**src/rtl/seg_capture.sv**
```systemverilog
// rtl/seg_capture.sv - multiplexed seven-segment bus capture into packed BCD
// A digit commits once its one-hot (dig_en, seg_in) sample has been seen on STABLE_CYCLES+1 consecutive edges.
`timescale 1ns/1ps
module seg_capture #(
  parameter int DIGITS        = 4,
  parameter int STABLE_CYCLES = 4
) (
  input  logic                clk,
  input  logic                rst,
  input  logic [6:0]          seg_in,
  input  logic [DIGITS-1:0]   dig_en,
  input  logic                err_clr,
  output logic [4*DIGITS-1:0] bcd_out,
  output logic [DIGITS-1:0]   digit_valid,
  output logic                update,
  output logic                err
);
  localparam int CW = $clog2(STABLE_CYCLES + 1);
  localparam logic [CW-1:0] RUN_MAX = CW'(STABLE_CYCLES);

  typedef enum logic [1:0] {K_DIGIT, K_BLANK, K_INVALID} kind_e;

  logic [6:0]          s_seg_q;
  logic [DIGITS-1:0]   s_en_q;
  logic [CW-1:0]       run_cnt_q, run_cnt_d;
  logic [4*DIGITS-1:0] bcd_q, bcd_d;
  logic [DIGITS-1:0]   valid_q, valid_d;
  logic                update_q, update_d;
  logic                err_q, err_d;

  logic [3:0] code_val;
  kind_e      code_kind;
  logic       en_onehot;
  logic       s_multi;
  logic       commit;
  logic       bad_pat;

  always_comb begin
    code_val  = 4'd0;
    code_kind = K_DIGIT;
    case (s_seg_q)
      7'b1111110: code_val = 4'd0;
      7'b0110000: code_val = 4'd1;
      7'b1101101: code_val = 4'd2;
      7'b1111001: code_val = 4'd3;
      7'b0110011: code_val = 4'd4;
      7'b1011011: code_val = 4'd5;
      7'b1011111: code_val = 4'd6;
      7'b1110000: code_val = 4'd7;
      7'b1111111: code_val = 4'd8;
      7'b1111011: code_val = 4'd9;
      7'b0000000: code_kind = K_BLANK;
      default:    code_kind = K_INVALID;
    endcase
  end

  always_comb begin
    run_cnt_d = run_cnt_q;
    bcd_d     = bcd_q;
    valid_d   = valid_q;
    update_d  = 1'b0;
    commit    = 1'b0;
    bad_pat   = 1'b0;
    en_onehot = (dig_en != '0) && ((dig_en & (dig_en - DIGITS'(1))) == '0);
    s_multi   = (s_en_q & (s_en_q - DIGITS'(1))) != '0;

    // run_cnt counts edges on which the arriving sample matches the registered one
    if (!en_onehot || dig_en != s_en_q || seg_in != s_seg_q) begin
      run_cnt_d = '0;
    end else if (run_cnt_q != RUN_MAX) begin
      run_cnt_d = run_cnt_q + CW'(1);
      commit    = (run_cnt_d == RUN_MAX);
    end

    if (commit) begin
      for (int i = 0; i < DIGITS; i++) begin
        if (s_en_q[i]) begin
          if (code_kind == K_DIGIT) begin
            if (!valid_q[i] || bcd_q[4*i +: 4] != code_val) update_d = 1'b1;
            bcd_d[4*i +: 4] = code_val;
            valid_d[i]      = 1'b1;
          end else begin
            if (valid_q[i]) update_d = 1'b1;
            valid_d[i] = 1'b0;
            bad_pat    = (code_kind == K_INVALID);
          end
        end
      end
    end

    if (s_multi || bad_pat) err_d = 1'b1;
    else if (err_clr)       err_d = 1'b0;
    else                    err_d = err_q;
  end

  always_ff @(posedge clk or posedge rst) begin
    if (rst) begin
      s_seg_q   <= '0;
      s_en_q    <= '0;
      run_cnt_q <= '0;
      bcd_q     <= '0;
      valid_q   <= '0;
      update_q  <= 1'b0;
      err_q     <= 1'b0;
    end else begin
      s_seg_q   <= seg_in;
      s_en_q    <= dig_en;
      run_cnt_q <= run_cnt_d;
      bcd_q     <= bcd_d;
      valid_q   <= valid_d;
      update_q  <= update_d;
      err_q     <= err_d;
    end
  end

  assign bcd_out     = bcd_q;
  assign digit_valid = valid_q;
  assign update      = update_q;
  assign err         = err_q;
endmodule

```
**config.mk**
```make
export PLATFORM = sky130hd
export DESIGN_NAME = seg_capture
export DESIGN_NICKNAME = d
export VERILOG_FILES = /design/src/rtl/seg_capture.sv
export SDC_FILE = /design/constraint.sdc
export NUM_CORES = 1
export LEC_CHECK = 0
export ABC_AREA = 1
export BUFFER_PORTS_ARGS = -buffer_cell sky130_fd_sc_hd__buf_4
export CORE_UTILIZATION = 33
export CTS_BUF_LIST = sky130_fd_sc_hd__clkbuf_4
export DETAILED_ROUTE_END_ITERATION = 7
export SLEW_MARGIN = 20
export SYNTH_ARGS = -nofsm -noshare
export SYNTH_HDL_FRONTEND = slang
export SYNTH_SLANG_ARGS = --single-unit
```
**constraint.sdc**
```tcl
create_clock -name clk -period 1.99 [get_ports clk]
set_input_delay 0.398 -clock clk [delete_from_list [all_inputs] [get_ports clk]]
set_output_delay 0.398 -clock clk [all_outputs]
set_load 0.01 [all_outputs]
```
Yosys cells after proc, flatten, opt, wreduce, memory -nomap -nowiden
Index checks and enable logic that the tools add are counted.
- mux-type cells: 35
- bitwise operators: 2
- $add $sub $neg: 3
- equality and inequality tests: 19
- reductions and logical operators: 29
- operator list (kind ; number):
    == test 7 bit, second input constant ; 8
    one-hot mux 4 bit (9 select lines) ; 1
    2-to-1 mux 1 bit ; 31
    != test 4 bit ; 5
    == test 7 x 6 -> 1 bit, second input constant ; 2
    AND reduction 3 bit ; 4
    OR reduction 10 bit ; 1
    AND 4 bit ; 2
    AND reduction 2 bit ; 4
    nonzero test 4 bit ; 2
    subtractor 4 x 1 -> 4 bit, second input constant ; 2
    logical NOT 7 bit ; 1
    logical OR 1 bit ; 7
    != test 7 bit ; 1
    2-to-1 mux 3 bit ; 2
    logical NOT 1 bit ; 5
    logical NOT 4 bit ; 1
    one-hot mux 2 bit (2 select lines) ; 1
    nonzero test 2 bit ; 2
    adder 3 x 1 -> 3 bit, second input constant ; 1
    == test 3 bit, second input constant ; 1
    != test 3 bit, second input constant ; 1
    == test 2 bit, second input constant ; 1
    logical NOT 2 bit ; 1
    logical AND 1 bit ; 1
- flip-flop bits (word level): 36
- input bits: 14

Logic depth before layout (Yosys ltp)
- word-level depth: 17
- mapped depth: 15

Worst setup path after synthesis
Ideal clock, no wire load.
- path kind: flip-flop to flip-flop
- from: reg s_seg_q[4]
- to: reg update_q, in the netlist update
- path buffers: 1
- clock period less this slack: 1597 ps
- slack: 393 ps
- data arrival time: 1472 ps
- required time: 1865 ps
- library setup time: 125 ps
- cell stages (with the launch flop): 16
- path through: dfrtp_1 > buf_2 > nand2_2 > nor2_1 > nand3_1 > nand2_2 > nor2_4 > inv_2 > nand2_1 > nand2_1 > nor2_1 > nand3_1 > nand2_1 > nand3_1 > nor2_1 > nor2_1
- word-level cells in the longest chain between the ends: 17
- elaborated cells on any way between the ends: 42
- ends and longest elaborated chain (element ; line ; source):
    start, declared ; 23 ; logic [6:0] s_seg_q;
    start signal, assigned ; 106 ; s_seg_q <= seg_in;
    == test 7 bit / == test 7 x 6 -> 1 bit (equally long branches) ; 41 ; case (s_seg_q)
    one-hot mux 4 bit (9 select lines) ; 41 ;
    != test 4 bit ; 79 ; if (!valid_q[i] || bcd_q[4*i +: 4] != code_val) update_d = 1'b1;
    logical OR 1 bit ; 79 ;
    2-to-1 mux 1 bit ; 79 ;
    2-to-1 mux 1 bit ; 78 ; if (code_kind == K_DIGIT) begin
    2-to-1 mux 1 bit ; 77 ; if (s_en_q[i]) begin
    2-to-1 mux 1 bit, on equally long branches ; 83, 79 ;
    [... 2 more ...] ; -- ;
    2-to-1 mux 1 bit, on equally long branches ; 83, 79 ;
    2-to-1 mux 1 bit ; 78 ;
    2-to-1 mux 1 bit ; 77 ;
    2-to-1 mux 1 bit, on equally long branches ; 83, 79 ;
    2-to-1 mux 1 bit ; 78 ;
    2-to-1 mux 1 bit ; 77 ;
    2-to-1 mux 1 bit * ; 75 ; if (commit) begin
    via update_d ; 28 ; logic update_q, update_d;
    end signal, assigned ; 111 ; update_q <= update_d;
    end, declared ; 28 ;
The timed path passes the listed nets; every way through them passes the cells marked *.
A chain may end at the register's enable or synchronous reset.

Final worst setup path
- from: reg s_seg_q[3]
- to: reg update_q, in the netlist update
The elaborated chain is that of the path after synthesis.

==> impl_results.md <==
* Outcome: complete, no violations
* Hold Buf Count CTS at 0
* Maxcap violations at 0
* Total GRT Usage at 0.1597
* Leading cell type in the layout, fill and taps excluded: nand2_1
* Syn Nets at 285
* Layout cell share with drive strength beyond 1 at 0.2698
* Die area at 0.006623 mm^2
* Post-route ant nets at 0
* Vias at 1849
* Post-layout min period at 1.843 ns
* Slew margin rel. at 0.6974
* PD cells at 511.5 mW/mm^2
* CTS buffer count at 5
* Buffers on Ports at 35
* CTS tree: done
* WL per Instance at 12.34 um
* Via density at 4.741
* Pleak at 1.249 nW
* Synth Instances at 268
* Clock latency at the later pin of the worst-skew pair at 0.35 ns
* Yosys warns at 0
* DP Wirelength at 3581 um
* FF-to-FF Start: s_seg_q[3]
* Setup slack, reg-to-reg at 0.15 ns
* Final hold vios at 0
* Die W at 81.38 um
* DRT iter0 DRCs at 97
* Routability congestion estimate at 0.8289
* R2R cell count at 12
* Slew @ Worst Pin at 0.4540 ns
* Max-slew violation count at 0
* Nets at 331
* Largest net degree at the start of global routing at 37
* Mean post-synth cell area at 7.759 um^2
* Remaining global-route overflow at 0
* Row count at 28
* Initial antenna violation count at 0
* Critical path launch point type: flop
* Clk root buf: clkbuf_4
* Detailed Route WL at 4813 um
* WS Path Type: reg -> reg
* Initial core utilization at 0.3471
* CP Capture Type: flop
* First-pass GRT wire length at 7962 um
* Placed cell count at 380
* Fillcell total at 600
* Worst EP arrival at 2.08 ns
* TNS Setup at 0 ns
* Commonest non-fill, non-tap cells in the layout: nand2_1 (63), buf_4 (41), inv_1 (34), dfrtp_1 (32), nor2_1 (23)
* H-Tree Depth at 2
* Drt pass-1 iters at 4
* Sequential share of the synthesized area at 0.4332
* #FFs+latches synth at 36
* F_max at 542.6 MHz
* WP data required at 2.22 ns
* Worst min path class: in -> async
* Io pins at 36
* Tcrit/Tclk final at 0.9262
* Clk slew on worst S/H paths at 0.12 ns
* Finished Layout Cells at 390
* Diode count at 0
* Seq. cell area at 905.9 um^2
* Clk_skew at 0.01092 ns
* RSZ-0062 raised after global routing: false
* Vias in the first global route at 1672
* Reg-to-Reg End: update
* Area Growth Syn to Fin at 22.56%
* Drc violations at 0
* Die H at 81.38 um
* Synthesized area at 0.002079 mm^2
* Final setup vio count at 0
* Area of the multi-input gates at 0.001051 mm^2
* Clk sinks at 36
* Count of cell types in the netlist at 33
* CP Max Fanout at 7
* Core Area at 0.005991 mm^2
* Worst-case clock buffer depth at 2
* Peak VDD IR at 0.3395 mV
state kept, by name (all words and copies together) (netlist names):
name         flops
bcd_out         16
s_seg_q          7
digit_valid      4
s_en_q           4
run_cnt_q        3
err              1
update           1
report_power, final:
group / internal [W] / switching (W) / leakage, nW
clock network: 0.000130 / 0.000269 / 0.0324
registers: 0.000745 / 0.0000179 / 0.448
logic: 0.0000591 / 0.0000826 / 0.768
critical path, stage by stage (launching register included):
cell	delay (ns)
dfrtp_1	0.47
nand2_1	0.11
buf_4	0.15
nor3_1	0.23
nor2_2	0.08
nand2_2	0.11
inv_2	0.09
nand2_1	0.07
nand4_1	0.12
nand2_1	0.08
nand3_1	0.08
nor2_1	0.09
nor2_1	0.05
routing by layer:
| layer | share of wire | wire, um | track usage | vias up |
|---|---|---|---|---|
| met5 | 0 | 0 | 0 | - |
| met4 | 0.018 | 85 | 0.04821 | 0 |
| met3 | 0.046 | 222 | 0.03708 | 11 |
| met2 | 0.44 | 2139 | 0.2383 | 39 |
| met1 | 0.49 | 2366 | 0.2263 | 836 |
| li1 | - | - | - | 963 |
what timing repair did:
item / in CTS / in global routing
buffers inserted: 0 / 1
resized for setup: 0 / 14
endpoints found under the setup margin: 0 / 1
stage by stage:
stage	area [um^2]	util	worst slack, ns	hold slack, ns	total power, W
finish	2549	0.4254	0.1469	0.1449	0.001304
global route	2549	0.4254	0.001655	0.1466	0.001361
CTS	2497	0.4169	0.04419	0.1530	0.001304
detailed placement	2446	0.4083	0.08358	0.5200	0.0009131
global placement	2446	0.4083	0.1100	0.5201	0.0009124
floorplan	2079	-	0.3934	0.4294	0.0008582
Yosys cell counts:
cell type	number	area share
o21ai_1	17	0.041
o31ai_1	2	0.0072
a21oi_2	1	0.0042
clkinv_1	1	0.0018
inv_1	34	0.061
o21bai_1	1	0.0036
nor2_4	2	0.011
xnor2_1	8	0.034
nor3b_1	1	0.0036
nand3_1	13	0.031
a211o_1	1	0.0042
dfrtp_1	36	0.43
o211ai_1	1	0.0036
buf_6	2	0.011
nand3_2	2	0.0096
ha_1	3	0.018
buf_2	1	0.0024
a21oi_1	6	0.014
nand3b_1	2	0.0072
nand2_1	66	0.12
nor2_1	27	0.049
nor3_1	2	0.0048
o22ai_1	3	0.0090
nor4_2	1	0.0060
inv_2	2	0.0036
a221oi_1	1	0.0042
nand4_1	6	0.018
o21ai_0	6	0.014
nand2_2	10	0.030
nor4_1	2	0.0060
nor3_2	4	0.019
xor2_1	2	0.0084
nor2_2	2	0.0060
cell families after synthesis:
group           Yosys count  share of synthesized area
simple gates            140                     0.3207
buf+inv                  40                    0.08002
compound gates           39                     0.1059
flops                    36                     0.4332
xor+xnor                 10                    0.04212
fa+ha+maj                 3                    0.01805
how the worst max path moves through the flow:
stage | startpoint | end | slack [ns]
2_1_floorplan | s_seg_q[4] | update | 0.39
3_3_place_gp | s_seg_q[0] | update | 0.11
3_5_place_dp | s_seg_q[6] | update | 0.08
4_1_cts | s_seg_q[6] | update | 0.04
5_1_grt | s_seg_q[6] | update | 0.002
6_report | s_seg_q[3] | update | 0.15
cell type report:
class                           count  area share
Timing Repair Buffer               41      0.1208
Multi-Input combinational cell    193      0.4124
Clock inverter                      3    0.005400
Sequential cell                    36      0.3554
Tap cell                           75     0.03682
Clock buffer                        5     0.01473
Inverter                           37     0.05449
Note: power is estimated with default switching activity, not from simulation.
